<file path="src/rtl/bp_pkg.sv">
// ---------------------------------------------------------------------------
// bp_pkg
// Shared definitions for the gshare branch predictor:
//   - pcsrc_e   : fetch-mux select encodings driven on PCSrc
//   - CTR_*     : 2-bit saturating counter states
//   - OP_CTRL   : F-stage opcode class of a control-flow instruction
//   - sat_update: one saturating step of a 2-bit counter toward an outcome
// ---------------------------------------------------------------------------
package bp_pkg;

  typedef enum logic [1:0] {
    PCSRC_PLUS4F  = 2'b00,  // sequential fetch
    PCSRC_PREDF   = 2'b01,  // predicted-taken target from the BTB
    PCSRC_PLUS4E  = 2'b10,  // rollback: branch was predicted taken but fell through
    PCSRC_TARGETE = 2'b11   // rollback: computed target from E
  } pcsrc_e;

  localparam logic [1:0] CTR_SNT = 2'b00;  // strongly not-taken
  localparam logic [1:0] CTR_WNT = 2'b01;  // weakly not-taken
  localparam logic [1:0] CTR_WT  = 2'b10;  // weakly taken
  localparam logic [1:0] CTR_ST  = 2'b11;  // strongly taken

  localparam logic [1:0] OP_CTRL = 2'b11;

  // Move a counter one step toward the resolved outcome, holding at the ends.
  function automatic logic [1:0] sat_update(input logic [1:0] ctr, input logic taken);
    logic [1:0] next;
    next = ctr;
    if (taken && ctr != CTR_ST) begin
      next = ctr + 2'd1;
    end else if (!taken && ctr != CTR_SNT) begin
      next = ctr - 2'd1;
    end
    return next;
  endfunction

endpackage

</file>
<file path="src/rtl/bp_pht.sv">
// ---------------------------------------------------------------------------
// bp_pht
// Pattern history table: 2**IDX_W two-bit saturating counters.
//   clk, reset   : core clock, synchronous active-high reset (all -> CTR_RESET)
//   i_rd_idx     : asynchronous read index
//   o_rd_ctr     : counter at i_rd_idx (value before any same-edge write)
//   i_wr_en      : train the counter at i_wr_idx on this edge
//   i_wr_idx     : training index
//   i_wr_taken   : resolved outcome to saturate toward
// ---------------------------------------------------------------------------
module bp_pht
  import bp_pkg::*;
#(
  parameter int         IDX_W     = 6,
  parameter logic [1:0] CTR_RESET = CTR_WNT
) (
  input  logic             clk,
  input  logic             reset,
  input  logic [IDX_W-1:0] i_rd_idx,
  output logic [1:0]       o_rd_ctr,
  input  logic             i_wr_en,
  input  logic [IDX_W-1:0] i_wr_idx,
  input  logic             i_wr_taken
);

  localparam int DEPTH = 2 ** IDX_W;

  logic [1:0] r_pht [DEPTH];

  // Read straight from the registers, so a same-cycle write is not seen yet.
  assign o_rd_ctr = r_pht[i_rd_idx];

  // NOTE: the table is a resettable flop bank rather than a RAM macro, so every
  // counter can be forced to a known state; a plain RAM would power up random.
  always_ff @(posedge clk) begin
    if (reset) begin
      for (int i = 0; i < DEPTH; i++) begin
        // NOTE: sequential state uses non-blocking assignments so every flop
        // samples pre-edge values regardless of statement order.
        r_pht[i] <= CTR_RESET;
      end
    end else if (i_wr_en) begin
      r_pht[i_wr_idx] <= sat_update(r_pht[i_wr_idx], i_wr_taken);
    end
  end

endmodule

</file>
<file path="src/rtl/branch_predictor_gshare.sv">
// ---------------------------------------------------------------------------
// branch_predictor_gshare
// Gshare direction predictor plus fetch-mux select with E-stage rollback.
// The PHT is indexed by PCF XOR the global history register (GHR). F gets a
// zero-latency taken prediction; E resolution trains the PHT and, on a
// mispredict, repairs the GHR from the snapshot carried down the pipe.
//
// Ports:
//   clk, reset        core clock, synchronous active-high reset
//   StallF            fetch stall, blocks the speculative GHR shift
//   OpF               F opcode class (2'b11 = control flow)
//   PCF               PC[IDX_W+1:2] of the fetched instruction
//   TargetHitF        BTB holds a target for PCF
//   PCSrcPredF        F-stage taken prediction
//   IdxF, GhrF        PHT index and pre-shift GHR, carried to E
//   PCSrcPredE, IdxE, GhrE   values carried back from E
//   BranchOpEb0       E instruction is a conditional branch (trains PHT)
//   TargetMatchE      predicted target equals computed target
//   PCSrcResE         resolved taken outcome
//   PCSrc             fetch-mux select (see bp_pkg::pcsrc_e)
//   MispredictE       rollback in progress, drives the D/E flush
//
// Optional build macro BP_STATS_EN adds saturating 32-bit counters
// BranchCount and MispredCount as extra outputs.
// ---------------------------------------------------------------------------
module branch_predictor_gshare
  import bp_pkg::*;
#(
  parameter int         IDX_W     = 6,
  parameter int         GHR_W     = 6,
  parameter logic [1:0] CTR_RESET = 2'b01
) (
  input  logic             clk,
  input  logic             reset,
  input  logic             StallF,
  input  logic [1:0]       OpF,
  input  logic [IDX_W-1:0] PCF,
  input  logic             TargetHitF,
  output logic             PCSrcPredF,
  output logic [IDX_W-1:0] IdxF,
  output logic [GHR_W-1:0] GhrF,
  input  logic             PCSrcPredE,
  input  logic [IDX_W-1:0] IdxE,
  input  logic [GHR_W-1:0] GhrE,
  input  logic             BranchOpEb0,
  input  logic             TargetMatchE,
  input  logic             PCSrcResE,
  output logic [1:0]       PCSrc,
  output logic             MispredictE
`ifdef BP_STATS_EN
  ,
  output logic [31:0]      BranchCount,
  output logic [31:0]      MispredCount
`endif
);

  // History must fit in the index, and the shift needs at least two bits.
  if (GHR_W > IDX_W || GHR_W < 2) begin : g_bad_cfg
    $error("branch_predictor_gshare: GHR_W must be in [2, IDX_W]");
  end

  logic [GHR_W-1:0] r_ghr;
  logic [IDX_W-1:0] w_idx_f;
  logic [1:0]       w_ctr_f;
  logic             w_ctrl_f;
  logic             w_pred_f;
  logic             w_mispredict;
  pcsrc_e           w_pcsrc;

  assign w_idx_f  = PCF ^ IDX_W'(r_ghr);
  assign w_ctrl_f = (OpF == OP_CTRL);
  // Gated by reset so the prediction drops in the reset cycle itself,
  // before the table has been cleared.
  assign w_pred_f = ~reset & w_ctr_f[1] & TargetHitF & w_ctrl_f;

  bp_pht #(
    .IDX_W     (IDX_W),
    .CTR_RESET (CTR_RESET)
  ) u_pht (
    .clk        (clk),
    .reset      (reset),
    .i_rd_idx   (w_idx_f),
    .o_rd_ctr   (w_ctr_f),
    .i_wr_en    (BranchOpEb0),
    .i_wr_idx   (IdxE),
    .i_wr_taken (PCSrcResE)
  );

  // Rollback decode. A taken/taken branch only rolls back when the BTB
  // target was wrong; direction mismatches always roll back.
  always_comb begin
    // NOTE: every output gets a default first, so no path leaves a value
    // unassigned and no latch is inferred.
    w_mispredict = 1'b0;
    w_pcsrc      = w_pred_f ? PCSRC_PREDF : PCSRC_PLUS4F;
    if (BranchOpEb0 && PCSrcPredE && PCSrcResE && !TargetMatchE) begin
      w_mispredict = 1'b1;
      w_pcsrc      = PCSRC_TARGETE;
    end else if (PCSrcPredE && !PCSrcResE) begin
      w_mispredict = 1'b1;
      w_pcsrc      = PCSRC_PLUS4E;
    end else if (!PCSrcPredE && PCSrcResE) begin
      w_mispredict = 1'b1;
      w_pcsrc      = PCSRC_TARGETE;
    end
  end

  // GHR: repair from the E snapshot wins over the speculative F shift,
  // and ignores StallF because the younger fetch is being flushed anyway.
  always_ff @(posedge clk) begin
    if (reset) begin
      r_ghr <= '0;
    end else if (w_mispredict) begin
      r_ghr <= {GhrE[GHR_W-2:0], PCSrcResE};
    end else if (w_ctrl_f && !StallF) begin
      r_ghr <= {r_ghr[GHR_W-2:0], w_pred_f};
    end
  end

`ifdef BP_STATS_EN
  logic [31:0] r_branch_cnt;
  logic [31:0] r_mispred_cnt;

  always_ff @(posedge clk) begin
    if (reset) begin
      r_branch_cnt  <= '0;
      r_mispred_cnt <= '0;
    end else begin
      if (BranchOpEb0 && r_branch_cnt != 32'hFFFF_FFFF) begin
        r_branch_cnt <= r_branch_cnt + 32'd1;
      end
      if (w_mispredict && r_mispred_cnt != 32'hFFFF_FFFF) begin
        r_mispred_cnt <= r_mispred_cnt + 32'd1;
      end
    end
  end

  assign BranchCount  = r_branch_cnt;
  assign MispredCount = r_mispred_cnt;
`endif

  assign PCSrcPredF  = w_pred_f;
  assign IdxF        = w_idx_f;
  assign GhrF        = r_ghr;
  assign PCSrc       = w_pcsrc;
  assign MispredictE = w_mispredict;

endmodule

</file>
<file path="config.mk">
export PLATFORM = sky130hd
export DESIGN_NAME = branch_predictor_gshare
export DESIGN_NICKNAME = d
export VERILOG_FILES = /design/src/rtl/bp_pkg.sv /design/src/rtl/bp_pht.sv /design/src/rtl/branch_predictor_gshare.sv
export SDC_FILE = /design/constraint.sdc
export NUM_CORES = 1
export LEC_CHECK = 0
export BUFFER_PORTS_ARGS = -buffer_cell sky130_fd_sc_hd__buf_2
export CELL_PAD_IN_SITES_DETAIL_PLACEMENT = 0
export CELL_PAD_IN_SITES_GLOBAL_PLACEMENT = 1
export CORE_MARGIN = 1
export CORE_UTILIZATION = 50
export CTS_CLUSTER_SIZE = 30
export DETAILED_ROUTE_END_ITERATION = 12
export PLACE_DENSITY = 0.9
export SKIP_LAST_GASP = 1
export SYNTH_ARGS = -nofsm -noshare
export SYNTH_HDL_FRONTEND = slang
export SYNTH_SLANG_ARGS = --single-unit
</file>
<file path="constraint.sdc">
create_clock -name clk -period 3.4 [get_ports clk]
set_input_delay 0.34 -clock clk [delete_from_list [all_inputs] [get_ports clk]]
set_output_delay 0.34 -clock clk [all_outputs]
set_load 0.01 [all_outputs]
</file>
**After elaboration in Yosys (flattened, before gate mapping)**

Memory sizes are Yosys's and may differ from the RTL's.
Cells that the tools add are included.

- Bits in writable memories: 128
- Memories kept: 1
- Register bits: 6
- Bits of input ports: 28

Memories:

| name | words | bits a word | rd ports | clocked after memory_dff | write ports | RTL line | text |
|---|---|---|---|---|---|---|---|
| u_pht.r_pht | 64 | 2 | 2 | 0 | 64 | bp_pht.sv:28 | `logic [1:0] r_pht [DEPTH];` |

- Reduce and logical (&&, ||, !) cells: 15
- Bitwise operators: 5
- Mux-type cells: 21
- $add $sub $neg: 2
- Equality and inequality tests: 2

Operators with widths:

| cell | number |
|---|---|
| $mux W6 | 3 |
| $mux W2 | 8 |
| $mux W1 | 10 |
| $logic_and A1 B1 Y1 | 8 |
| $xor A6 B6 Y6 | 1 |
| $logic_not A1 Y1 | 4 |
| $reduce_bool A2 Y1 | 2 |
| $and A1 B1 Y1 | 3 |
| $add A2 B1 Y2 const B | 1 |
| $eq A2 B2 Y1 const B | 1 |
| $ne A2 B2 Y1 const B | 1 |
| $reduce_or A2 Y1 | 1 |
| $sub A2 B1 Y2 const B | 1 |
| $not A1 Y1 | 1 |

**Depth between registers and ports, before layout**

Gate-level depths: netlist (run 1).
An unclocked memory read counts as a cell.

- Word-level depth: 9
- Depth in mapped cells: 16
- Mapped depth without buffers: 11

**Hierarchy**

From an unflattened synthesis (run 1), not the netlist that was laid out.

- Cell total of the unflattened synthesis: 729
- Area, all modules: 8491.9 µm²

By module, submodules not included:

| module | cells an instance | area an instance (µm²) | instances |
|---|---|---|---|
| bp_pht | 681 | 8037.7 | 1 |
| branch_predictor_gshare | 48 | 454.2 | 1 |

**Least setup slack after synthesis (run 1)**

Ideal clock, no wire load.

- Kind: input to register
- Start point: input port IdxE[0]
- End point: memory u_pht.r_pht[51][1] (data pin)
- Setup slack: 0.353 ns
- Stages: 14
- Required time: 3.130 ns
- Library setup time: 0.270 ns
- Buffers on the path: 3
- Arrival: 2.777 ns
- Path through: buf_2 > mux4_2 > mux2i_1 > o22ai_1 > a211oi_2 > nand3b_2 > inv_1 > ha_1 > nand2_1 > a2111oi_0 > a311o_1 > buf_4 > buf_6 > nor3_1

RTL lines:

| element | RTL line | text |
|---|---|---|
| start: declaration | branch_predictor_gshare.sv:43 | `input logic [IDX_W-1:0] IdxE,` |
| end: declaration | bp_pht.sv:28 |  |

==> results.yml, run 1 <==
run_status:
  outcome: "finished clean"
drt:
  totalWireLength_um: 21800
  drc: 0
  first_pass_iters: 5
  drtIter0Drc: 691
  wl_per_cell_um: 22.4
  via_per_inst: 6.31
  via_count: 6158
  antenna_left: 0
placement:
  io_buffers: 42
  hpwl_um: 15100
  routabilityCongestion: 0.908
logic_synthesis:
  synth_area_leaders: "edfxtp_1 49%, mux4_2 7.8%, nand2_1 3.8%"
  yosysWarnings: 0
  ys_types: 61
  avgSynthCellArea_um2: 11.1
  syn-num-nets: 732
  synth_area_mm2: 0.00780
  synth_edf_count: 128
  ys_ff_latch: 134
  netlist_instances: 700
  yosysTopAreaCellShare_pct: 49.3
  ys_seq_area_share_pct: 50.8
  yosysTopAreaCell: "edfxtp_1"
  async_flop_share_pct: 0
  ys.flop_type: "edfxtp_1"
finish:
  nets: 807
  diodes: 0
  final_cell_mix: "128 x edfxtp_1, 78 x nand2_1, 71 x nor2_1"
  area_growth_pct: 17.7
  n_fill_cell: 1193
  drive_above_1_share_pct: 29.7
  final_common_cell: "edfxtp_1"
floorplanning:
  start_util_pct: 51.3
  io_pins: 44
  die-height_um: 127
  die_area_mm2: 0.0161
  row_count: 45
  fp.dieW_um: 127
  core-area_mm2: 0.0152
timing:
  rsz0062_at_grt: "no"
  fin_hold_ws_ps: 198
  hold_viol_final: 0
  setup_viol: 0
  fmax_mhz: 297
  slew_headroom_pct: 27.3
  min_period_over_period_pct: 99.1
  tightest_slew_ps: 1090
  drv_slew: 0
  skew_ps: 9.06
  fin_crit_ps: 3370
pwr:
  pwr-share-comb_pct: 19.8
  swShare_pct: 28.5
  p_clk_share_pct: 40.0
  seqPwrFrac_pct: 40.2
  ir_drop_mv: 0.397
  p_int_w: 0.00334
  p_leak_nw: 3.26
  p_sw_w: 0.00133
  p_total_w: 0.00467
  p_per_area_mw_per_mm2: 509
cts:
  clk_pin_slew_ps: 60
  cts_buffers: 17
  cts_tree: "done"
  cts.sinks: 134
  clockRootBuffer: "clkbuf_16"
  clock_latency_ps: 440
  cts.path.max_buffers: 2
  h-tree-depth: 4
  cts_setup_buffers: 0
grt:
  grt_pass1_vias: 6087
  track_usage_pct: 28.3
  grt_max_degree: 49
  antenna_found_initial: 0
  grt_pass1_wl_um: 33300
  gr-total-overflow: 0
worst_setup_path:
  cp.required_ps: 3580
  end_kind: "register"
  critical_path_class: "in2reg"
  cp-start-kind: "primary input"
  cp.arrival_ps: 3550
  cp_max_fo: 37
job:
  cap_violations: 0
min_path:
  holdCritPathClass: "in2reg"
-- power by group through the flow --
stage | Combinational (W) | Sequential [W] | Clock [W]
after floorplan | 0.000617 | 0.00190 | 0
after global placement | 0.000850 | 0.00191 | 0
after detailed placement | 0.000870 | 0.00191 | 0
after CTS | 0.000876 | 0.00188 | 0.00187
after global routing | 0.000982 | 0.00188 | 0.00194
final | 0.000927 | 0.00188 | 0.00187
-- cells in the mapped netlist (all sizes together), types with 4 or more instances --
cell type,instances
nand3,53
clkbuf,30
inv,11
a211oi,8
xnor2,4
nor3,40
a21oi,7
mux2,8
a22oi,4
nand2,78
a21o,10
and3,9
dfxtp,6
a311oi,4
nor2,71
and2,5
nand2b,34
nor2b,6
a22o,5
o21ai,7
buf,33
mux2i,25
o22ai,8
mux4,27
ha,4
edfxtp,128
a221oi,7
nand3b,5
or2,26
-- repair_timing --
action	CTS	global route
pin swaps	1	1
hold buffers	0	0
endpoints found under the hold margin	0	0
resized for setup	1	7
cloned	0	1
setup endpoints to repair	1	99
-- cell families (layout without fill, tap and decap cells) --
| family | count (synthesis) | after routing | share of synthesized area, % |
|---|---|---|---|
| adder cells (fa/ha/maj) | 4 | 4 | 0.642 |
| buffers and inverters | 77 | 165 | 5.86 |
| AO/OA/AOI/OAI | 79 | 79 | 7.78 |
| AND/OR/NAND/NOR | 339 | 339 | 21.7 |
| XOR/XNOR | 7 | 7 | 1.03 |
| multiplexers | 60 | 60 | 12.2 |
| flip-flops | 134 | 134 | 50.8 |
-- critical path: stages --
cell and delay (ps):
buf_2 310, nor2b_1 550, a221oi_1 140, o21ai_0 440, a211o_1 290, nor3_2 70, buf_4 130, inv_1 50
ha_1 160, nand2_1 80, a2111oi_1 390, a311o_2 250, buf_12 220, nor3_1 90
-- sequential cells by signal, indices dropped and copies added (netlist names) --
signal	cells
GhrF	6
u_pht.r_pht	128
-- stage by stage --
| stage | setup TNS, ps | std cells | util, % | instance area, um2 | worst slack, ps |
|---|---|---|---|---|---|
| after floorplan | 0 | 700 | - | 7800 | 353 |
| after global placement | -21290 | 943 | 56.1 | 8530 | -208 |
| after detailed placement | -28200 | 943 | 56.1 | 8530 | -271 |
| after CTS | 0 | 975 | 60.1 | 9130 | 33.0 |
| after global routing | 0 | 976 | 60.4 | 9180 | 11.0 |
| final | 0 | 976 | 60.4 | 9180 | 31.3 |
-- path summary, 6_finish.rpt --
kind	cells after the start	slack, ps	from	end
min	3	200	GhrE[4]	GhrF[5]
max reg2reg	13	150	u_pht.r_pht[58][1]	u_pht.r_pht[11][0]
max	14	30	IdxE[1]	u_pht.r_pht[39][1]
min reg2reg	2	600	GhrF[1]	GhrF[1]
-- routing by layer --
layer | track usage, % | vias to the layer above | wire (um)
li1 | - | 2741 | -
met1 | 35.0 | 2999 | 8440
met2 | 44.9 | 353 | 10200
met3 | 7.89 | 65 | 2170
met4 | 16.3 | 0 | 992
met5 | 0 | - | 0
-- area by class of cell --
type                            instances  area, um2  area share (%)
Clock buffer                           19        453            4.93
Clock inverter                         13        148            1.61
Inverter                               14       52.6           0.572
Multi-Input combinational cell        489       3430            37.4
Sequential cell                       134       3970            43.2
Tap cell                              188        235            2.56
Timing Repair Buffer                  119        897            9.77
No activity file was read; power rests on OpenSTA's default activity.
==> run 2, diff against run 1 <==
--- a/config.mk
+++ b/config.mk
@@ -8,11 +8,14 @@
 export BUFFER_PORTS_ARGS = -buffer_cell sky130_fd_sc_hd__buf_2
 export CELL_PAD_IN_SITES_DETAIL_PLACEMENT = 0
 export CELL_PAD_IN_SITES_GLOBAL_PLACEMENT = 1
+export CORE_ASPECT_RATIO = 0.6
 export CORE_MARGIN = 1
 export CORE_UTILIZATION = 50
+export CTS_BUF_LIST = sky130_fd_sc_hd__clkbuf_4 sky130_fd_sc_hd__clkbuf_8 sky130_fd_sc_hd__clkbuf_16
 export CTS_CLUSTER_SIZE = 30
 export DETAILED_ROUTE_END_ITERATION = 12
 export PLACE_DENSITY = 0.9
+export REMOVE_ABC_BUFFERS = 1
 export SKIP_LAST_GASP = 1
 export SYNTH_ARGS = -nofsm -noshare
 export SYNTH_HDL_FRONTEND = slang
==> run 2 against run 1 <==
Compared with the run above: power shrank 1.5%; die area is essentially flat; register-to-register slack lost 130 ps; count of clock-buffer cells in the layout shrank 2; clock power shrank 8%; via count grew 5.1%; cell area grew 0.69%; maximum frequency shrank 0.40%; worst setup slack lost 14 ps; wire length grew 8.2%; critical endpoint unchanged; highest routed layer unchanged.
==> results.yml, run 2 (synthesized netlist as in run 1, its figures left out) <==
run_status:
  outcome: "finished clean"
timing:
  rsz0062_at_grt: "yes"
  setup_viol: 0
  setup_tns_ps: 0
  fin_crit_ps: 3380
  skew_ps: 10.8
  fin_hold_ws_ps: 207
  tightest_slew_ps: 855
  slew_headroom_pct: 43.0
  fmax_mhz: 296
  drv_slew: 0
  worst_slack_ps: 17.8
  hold_viol_final: 0
  min_period_over_period_pct: 99.5
cts:
  clockRootBuffer: "clkbuf_16"
  h-tree-depth: 4
  cts.sinks: 134
  clock_latency_ps: 430
  cts_buffers: 17
  clk_pin_slew_ps: 60
  cts.path.max_buffers: 2
  ctsHoldBuffers: 0
  cts_tree: "done"
placement:
  io_buffers: 42
  hpwl_um: 16300
  dp_slack_ps: -366
  routabilityCongestion: 0.951
finish:
  largest_reg_flops: 128
  nets: 817
  final_cell_mix: "128 x edfxtp_1, 78 x nand2_1, 78 x buf_4"
  diodes: 0
  largest_register: "u_pht.r_pht"
  area_growth_pct: 18.6
  final_common_cell: "edfxtp_1"
  drive_above_1_share_pct: 30.2
  fin_util_pct: 62.3
worst_setup_path:
  cp_max_fo: 31
  cp-start-kind: "register"
  critical_path_class: "reg2reg"
  end_kind: "register"
  cp.required_ps: 3530
  cp.arrival_ps: 3520
grt:
  grt_max_degree: 73
  antenna_found_initial: 0
  grt_pass1_vias: 6083
  grt_pass1_wl_um: 35300
  track_usage_pct: 30.2
  gr-total-overflow: 0
floorplanning:
  row_count: 34
  fp.dieW_um: 163
  start_util_pct: 52.5
  core-area_mm2: 0.0148
  io_pins: 44
  die_area_mm2: 0.0161
  die-height_um: 98.7
pwr:
  p_leak_nw: 3.28
  ir_drop_mv: 0.333
  p_per_area_mw_per_mm2: 497
  p_total_w: 0.00460
drt:
  drc: 0
  drtIter0Drc: 1066
  met2_wirelength_um: 10200
  top_layer: "met4"
  antenna_left: 0
  via_count: 6469
  totalWireLength_um: 23600
  first_pass_iters: 6
  met3_length_um: 3260
  met1_length_um: 9610
  wl_per_cell_um: 23.8
  via_per_inst: 6.50
job:
  cap_violations: 0
min_path:
  holdCritPathClass: "in2reg"
-- run 2: worst paths after layout --
check                                        from            endpoint  slack, ps  cells after the start
worst min-delay path                      GhrE[2]             GhrF[3]        210                      3
worst max-delay path            u_pht.r_pht[3][1]  u_pht.r_pht[39][1]         20                     11
worst min register to register            GhrF[1]             GhrF[2]        600                      2
worst max register to register  u_pht.r_pht[3][1]  u_pht.r_pht[39][1]         20                     11
-- run 2: area by class of cell --
class | instances | area, um2
clock buffer | 17 | 425
clock inverter | 14 | 114
fill | 1118 | 5600
inverter | 14 | 56.3
multi-input combinational | 489 | 3460
sequential | 134 | 3970
tap | 198 | 248
timing repair buffer | 129 | 977
-- run 2: worst max-delay path, cell delays in order (launching register included) --
cell	delay (ps)
edfxtp_1	430
mux4_2	520
mux2i_4	210
o22ai_1	140
a211o_1	260
nor3_1	220
ha_1	240
nand2_1	80
a2111oi_1	430
a311o_2	250
buf_12	210
nor3_1	80
-- run 2: timing repair --
item / CTS / global route
pin swaps: 0 / 4
resized for setup: 4 / 11
setup endpoints to repair: 6 / 74
cloned: 0 / 1
setup buffers: 4 / 5
-- run 2: metrics by stage --
step	std cells	area (um2)
global placement	954	8540
floorplan	637	7400
global route	995	9250
CTS	989	9130
finish	995	9250
detailed placement	954	8540
-- run 2: where the power goes --
group	internal, W	switching [W]
clock	0.000991	0.000730
combinational	0.000402	0.000597
sequential	0.00185	0.0000336
total	0.00324	0.00136
-- run 2: layer usage --
| metal | vias to the layer above | track usage, % |
|---|---|---|
| met4 | 0 | 8.27 |
| met2 | 495 | 43.7 |
| li1 | 2759 | - |
| met5 | - | 0 |
| met1 | 3159 | 43.0 |
| met3 | 56 | 10.4 |
